## config.mk

```make
export PLATFORM = sky130hd
export DESIGN_NAME = key_conditioner
export DESIGN_NICKNAME = d
export VERILOG_FILES = /design/src/rtl/key_conditioner.sv
export SDC_FILE = /design/constraint.sdc
export NUM_CORES = 1
export LEC_CHECK = 0
export ABC_CLOCK_PERIOD_IN_PS = 3800
export CORE_AREA = 2 2 98 81
export CTS_BUF_LIST = sky130_fd_sc_hd__clkbuf_8
export DETAILED_ROUTE_END_ITERATION = 6
export DIE_AREA = 0 0 100 83
export MAX_ROUTING_LAYER = met4
export PLACE_DENSITY = 0.53
export SETUP_SLACK_MARGIN = 0.2
export SLEW_MARGIN = 5
export SYNTH_ARGS = -nofsm -noshare
export SYNTH_HDL_FRONTEND = slang
export SYNTH_SLANG_ARGS = --single-unit
```

## constraint.sdc

```tcl
create_clock -name clk -period 3.8 [get_ports clk]
set_input_delay 1.14 -clock clk [delete_from_list [all_inputs] [get_ports clk]]
set_output_delay 1.14 -clock clk [all_outputs]
set_load 0.01 [all_outputs]
```

## src/rtl/key_conditioner.sv

```systemverilog
// Pushbutton conditioner: per-key 2-flop synchronizer, debounce FSM, press/release pulses.
// Optional long-press detection is built when KEY_COND_LONG_PRESS_EN is defined.
module key_conditioner #(
    parameter int CLOCK_FREQ    = 50_000_000,
    parameter int DEBOUNCE_MS   = 10,
    parameter int LONG_PRESS_MS = 1000,
    parameter int N_KEYS        = 2
) (
    input  logic              clk,
    input  logic              rst_n,
    input  logic [N_KEYS-1:0] key_n,
    output logic [N_KEYS-1:0] pressed,
    output logic [N_KEYS-1:0] press_pulse,
    output logic [N_KEYS-1:0] release_pulse,
    output logic [N_KEYS-1:0] long_pulse
);

    // 64-bit products so the default clock and hold times cannot overflow
    localparam longint DB_RAW    = (longint'(CLOCK_FREQ) * longint'(DEBOUNCE_MS)) / 1000;
    localparam int     DB_CYCLES = (DB_RAW == 0) ? 1 : int'(DB_RAW);
    localparam int     DW        = $clog2(DB_CYCLES + 1);

`ifdef KEY_COND_LONG_PRESS_EN
    localparam longint LP_RAW    = (longint'(CLOCK_FREQ) * longint'(LONG_PRESS_MS)) / 1000;
    localparam int     LP_CYCLES = (LP_RAW == 0) ? 1 : int'(LP_RAW);
    localparam int     HW        = $clog2(LP_CYCLES + 1);
`endif

    typedef enum logic [1:0] {
        RELEASED,
        PRESS_WAIT,
        HELD,
        RELEASE_WAIT
    } state_t;

    for (genvar i = 0; i < N_KEYS; i++) begin : g_key
        logic          s1, s2, raw, done;
        logic [DW-1:0] cnt;
        state_t        state;
        logic          pressed_q, press_q, release_q;

        assign raw  = ~s2;
        // next increment would reach DB_CYCLES
        assign done = (cnt == DW'(DB_CYCLES - 1));

        always_ff @(posedge clk or negedge rst_n) begin
            if (!rst_n) begin
                s1        <= 1'b1;
                s2        <= 1'b1;
                cnt       <= '0;
                state     <= RELEASED;
                pressed_q <= 1'b0;
                press_q   <= 1'b0;
                release_q <= 1'b0;
            end else begin
                s1        <= key_n[i];
                s2        <= s1;
                press_q   <= 1'b0;
                release_q <= 1'b0;
                case (state)
                    RELEASED, PRESS_WAIT: begin
                        if (!raw) begin
                            state <= RELEASED;
                            cnt   <= '0;
                        end else if (done) begin
                            state     <= HELD;
                            cnt       <= '0;
                            pressed_q <= 1'b1;
                            press_q   <= 1'b1;
                        end else begin
                            state <= PRESS_WAIT;
                            cnt   <= cnt + 1'b1;
                        end
                    end
                    HELD, RELEASE_WAIT: begin
                        if (raw) begin
                            state <= HELD;
                            cnt   <= '0;
                        end else if (done) begin
                            state     <= RELEASED;
                            cnt       <= '0;
                            pressed_q <= 1'b0;
                            release_q <= 1'b1;
                        end else begin
                            state <= RELEASE_WAIT;
                            cnt   <= cnt + 1'b1;
                        end
                    end
                    default: begin
                        state <= RELEASED;
                        cnt   <= '0;
                    end
                endcase
            end
        end

        assign pressed[i]       = pressed_q;
        assign press_pulse[i]   = press_q;
        assign release_pulse[i] = release_q;

`ifdef KEY_COND_LONG_PRESS_EN
        logic [HW-1:0] hold_cnt;
        logic          long_q;

        // hold_cnt equals cycles since the press edge, saturating at LP_CYCLES
        always_ff @(posedge clk or negedge rst_n) begin
            if (!rst_n) begin
                hold_cnt <= '0;
                long_q   <= 1'b0;
            end else begin
                long_q <= pressed_q && (hold_cnt == HW'(LP_CYCLES - 1));
                if (!pressed_q)
                    hold_cnt <= '0;
                else if (hold_cnt != HW'(LP_CYCLES))
                    hold_cnt <= hold_cnt + 1'b1;
            end
        end

        assign long_pulse[i] = long_q;
`else
        assign long_pulse[i] = 1'b0;
`endif
    end

endmodule
```

**Yosys cells after proc, flatten, opt, wreduce, memory -nomap -nowiden**

Cells that the tools add are included.

- Add/subtract/negate cells: 2
- Multiply operators: 0
- Div/mod/pow operators: 0
- $lt $le $gt $ge: 0
- Equal/unequal tests: 16
- Shift operators: 0
- Multiplexer cells: 38
- Bitwise logic cells: 0
- Reductions and logical operators: 8

Operators with widths:

| kind | number |
|---|---|
| $mux W19 | 6 |
| $pmux W19 S2 | 2 |
| $add A19 B1 Y19 const B | 2 |
| $eq A19 B19 Y1 const B | 2 |
| $mux W1 | 18 |
| $mux W2 | 8 |
| $ne A2 B2 Y1 const B | 8 |
| $eq A2 B2 Y1 const B | 4 |
| $pmux W2 S2 | 2 |
| $reduce_and A4 Y1 | 2 |
| $reduce_or A2 Y1 | 4 |
| $eq A2 B1 Y1 const B | 2 |
| $logic_not A2 Y1 | 2 |
| $pmux W1 S2 | 2 |

- Register bits: 52
- Latch bits: 0
- Memory bits (writable): 0
- ROM bits: 0
- Output and inout port bits: 8
- Word-level logic and storage cells: 78
- Memories kept: 0

**Longest topological paths before layout**

- Depth in word-level cells: 4
- Gate-level depth with buffers: 6
- Gate-level depth less buffers: 5

**Worst setup path after synthesis**

No wires, ideal clock.

- Kind: register -> register
- Start point: register g_key[0].cnt[12]
- End point: register g_key[0].cnt[10]
- Setup time: 121 ps
- Data arrival time: 1540 ps
- Setup slack: 2139 ps
- Cell stages (with the launch flop): 7
- Buffers on the path: 2
- Period minus slack after synthesis: 1661 ps
- Cells stage by stage: dfrtp_1 clkbuf_1 nor4bb_1 nand4b_1 o21bai_2 buf_2 nor2_1

- Cells in the longest elaborated chain, start to end: 4
- Elaborated cells between the ends (all ways): 5
- Those cells by class: 1 x eq/ne; 4 x mux

RTL lines:

| item | line | source |
|---|---|---|
| start, declared | 38 | `logic [DW-1:0] cnt;` |
| start signal, assigned | 72 | `cnt <= cnt + 1'b1;` |
| start signal, assigned | 86 | `cnt <= cnt + 1'b1;` |
| $eq A19 B19 Y1 * | 44 | `assign done = (cnt == DW'(DB_CYCLES - 1));` |
| $mux W19 * | 65, 79 |  |
| $mux W19 (on tied branches) | 76, 62 |  |
| $pmux W19 S2 * | 60 | `case (state)` |

Every way passes the cells marked *; elsewhere a longest branch is shown, timed or not.
A chain may end at the register's enable or synchronous reset.

**Final worst setup path**

- Start point: register g_key[1].pressed_q
- End point: output port pressed[1]

RTL lines:

| item | line | source |
|---|---|---|
| start, declared | 40 | `logic pressed_q, press_q, release_q;` |
| start signal, assigned | 52 | `pressed_q <= 1'b0;` |
| start signal, assigned | 68 | `pressed_q <= 1'b1;` |
| start signal, assigned | 82 | `pressed_q <= 1'b0;` |
| end, declared | 12 | `output logic [N_KEYS-1:0] pressed,` |

No word-level cell between the ends.

==> flow_summary.json <==
{
  "cts_root_buf": "clkbuf_8",
  "grt_max_degree": 32,
  "cp-end-kind": "output port",
  "switchingPower_mw": 0.2104,
  "crit_buf_inv": 1,
  "grt_pass1_vias": 1727,
  "finalMaxSlewViolations": 0,
  "htreeDepth": 2,
  "clock.fmax_mhz": 422.9,
  "peakVddDrop_v": 0.0001664,
  "first_pass_iters": 4,
  "num_rows": 28,
  "core_area_um2": 7287,
  "insertion_delay_ns": 0.31,
  "yosysWarnings": 0,
  "crit_required_ns": 2.66,
  "drive_above_1_share_pct": 8.984,
  "setup.worst_path.start_class": "flip-flop",
  "hold_viol_final": 0,
  "dp.cells": 338,
  "cts_hold_buf": 0,
  "die_w_um": 100,
  "cp-startpoint": "g_key[1].pressed_q",
  "path_cells": "clkdlybuf4s50_1",
  "grt_usage_pct": 12.75,
  "min_period_ns": 2.364,
  "io_pins": 12,
  "fin_worst_skew_ns": 0.01230,
  "rr_worst_depth": 4,
  "p_seq_share_pct": 57.4,
  "num-fill-cells": 736,
  "finalCritPeriodShare_pct": 62.22,
  "p_comb_share_pct": 3.4,
  "fin_nets": 261,
  "cts_tree": "built",
  "yosysSeqAreaShare_pct": 50.05,
  "ys_types": 37,
  "die_h_um": 83,
  "syn_avg_cell_area_um2": 9.921,
  "setup_viol": 0,
  "max_stage_delay_ns": 0.54,
  "relSlewSlack_pct": 47.84,
  "p_int_mw": 0.7439,
  "wl_per_cell_um": 13.71,
  "syn_to_final_growth_pct": 8.923,
  "cp_num_cells": 1,
  "fin_area_um2": 2734,
  "r2r-end": "g_key[0].cnt[2]",
  "r2r_start": "g_key[0].cnt[12]",
  "ys_ff_latch": 50,
  "swShare_pct": 22.05,
  "start_util_pct": 34.44,
  "cts_buffer_depth": 2,
  "vias": 1800,
  "fin_hold_ws_ns": 0.3598,
  "crit_fanout": 3,
  "rsz0062_at_grt": "false",
  "crit_end": "pressed[1]",
  "hp-class": "flip-flop to flip-flop",
  "outcome": "finished clean",
  "die_area_um2": 8300,
  "drc": 0,
  "portBuffers": 9,
  "clkSinkCount": 50,
  "overflow": 0,
  "p_leak_nw": 1.043,
  "ant_nets": 0,
  "grt_pass1_wl_um": 8349,
  "p_per_area_nw_per_um2": 349.1,
  "netlist_area_um2": 2510,
  "ctsResizeCount": 0,
  "reg2reg_slack_ns": 1.82,
  "arrival_ns": 1.22,
  "cap_violations": 0,
  "dpl.hpwl_um": 3179,
  "max_slew.worst_pin.slew_ns": 0.7823,
  "syn_inst": 253,
  "antenna_found_initial": 0,
  "gp_congestion": 0.7756,
  "n_antenna_cell": 0,
  "cts.clk_slew.worst_paths_ns": 0.10,
  "vias_per_cell": 5.202,
  "cpMaxStageDelayCell": "clkdlybuf4s50_1",
  "finalSetupTns_ns": 0,
  "routed_wl_um": 4745,
  "crit_family": "buffers and inverters",
  "drt_iter0_drc": 45,
  "numCtsBuffers": 5,
  "place_area_um2": 2624,
  "pwr-share-clk_pct": 39.1,
  "post_cts_buffers": 0,
  "worstSetupPathType": "flip-flop to output port",
  "fin_cells": 346
}
## power by group through the flow
stage | Combinational (mW) | Sequential, mW | Clock (mW)
final | 0.0327 | 0.548 | 0.373
after floorplan | 0.0177 | 0.557 | 0
after detailed placement | 0.0342 | 0.559 | 0
after global routing | 0.0388 | 0.550 | 0.411
after CTS | 0.0347 | 0.548 | 0.390
after global placement | 0.0339 | 0.558 | 0
## through the flow
step	total power, mW	util, %	setup slack (ns)
finish	0.9543	37.52	1.436
global placement	0.5924	36.01	1.775
detailed placement	0.5929	36.01	1.770
global route	0.9997	37.52	1.394
floorplan	0.5748	-	2.139
CTS	0.9730	37.52	1.421
## worst min-delay path by stage
stage                     start           to  slack, ns  depth (start not counted)
floorplan           g_key[0].s1  g_key[0].s2       0.35                          0
global placement    g_key[0].s1  g_key[0].s2       0.35                          0
detailed placement  g_key[1].s1  g_key[1].s2       0.35                          0
CTS                 g_key[0].s1  g_key[0].s2       0.36                          0
global route        g_key[0].s1  g_key[0].s2       0.36                          0
finish              g_key[0].s1  g_key[0].s2       0.36                          0
## per-layer routing
metal / up-vias / routed length [um] / global-route usage [%]
li1: 878 / - / -
met5: - / 0 / -
met4: 0 / 65 / 3.985
met3: 7 / 142 / 3.199
met2: 26 / 2251 / 19.10
met1: 889 / 2285 / 17.01
## cell usage after synthesis, drive strengths merged
library cell / n / area, um^2
a21oi: 5 / 25.02
a2bb2oi: 1 / 8.760
and2b: 1 / 8.760
and3: 2 / 12.51
and4: 2 / 17.52
buf: 12 / 80.08
clkbuf: 4 / 15.01
conb: 1 / 3.750
dfrtp: 46 / 1151
dfstp: 4 / 105.1
ha: 2 / 25.02
inv: 8 / 30.03
mux2i: 3 / 30.03
nand2: 14 / 52.55
nand2b: 1 / 6.260
nand3: 14 / 70.07
nand4: 14 / 108.9
nand4b: 1 / 8.760
nor2: 38 / 142.6
nor3: 12 / 60.06
nor4: 14 / 100.1
nor4b: 3 / 26.28
nor4bb: 3 / 30.03
o21ai: 6 / 33.78
o21bai: 1 / 11.26
o31ai: 4 / 30.03
or2: 2 / 12.51
or3: 2 / 17.52
or4: 2 / 15.01
xnor2: 22 / 192.7
xor2: 9 / 78.83
## kinds of logic after synthesis
group | count (synthesis) | share of synthesized area [%]
simple gates | 125 | 27.47
flops | 50 | 50.05
xor+xnor | 31 | 10.82
buf+inv | 24 | 4.985
compound gates | 17 | 4.337
mux | 3 | 1.196
fa+ha+maj | 2 | 0.9968
other cells | 1 | 0.1494
## sequential cells by signal, indices dropped and copies added (netlist names)
signal,cells
g_key.cnt,38
g_key.press_q,2
g_key.pressed_q,2
g_key.release_q,2
g_key.s1,2
g_key.s2,2
g_key.state,2
## cell type report
cell class | count | area, um^2 | area share [%]
Tap cell | 90 | 112.6 | 4.119
Multi-Input combinational cell | 180 | 1132 | 41.42
Timing Repair Buffer | 10 | 92.59 | 3.387
Clock buffer | 5 | 68.82 | 2.517
Sequential cell | 50 | 1256 | 45.95
Inverter | 8 | 30.03 | 1.098
Clock inverter | 3 | 41.29 | 1.510
## cell usage in the layout, fill, tap and decap left out, types with 3 or more instances in the layout
cell,netlist,final
nor3_1,12,12
o21ai_0,5,5
clkdlybuf4s50_1,0,8
xor2_1,9,9
nor4b_1,3,3
o31ai_1,4,4
nand4_1,12,12
clkbuf_8,0,5
inv_1,8,9
nand3_1,14,14
dfrtp_1,46,46
mux2i_1,3,3
dfstp_2,4,4
nor4bb_1,3,3
nand2_1,14,14
xnor2_1,22,22
nor4_1,12,12
a21oi_1,5,5
nor2_1,38,38
No activity file was read; power rests on OpenSTA's default activity.
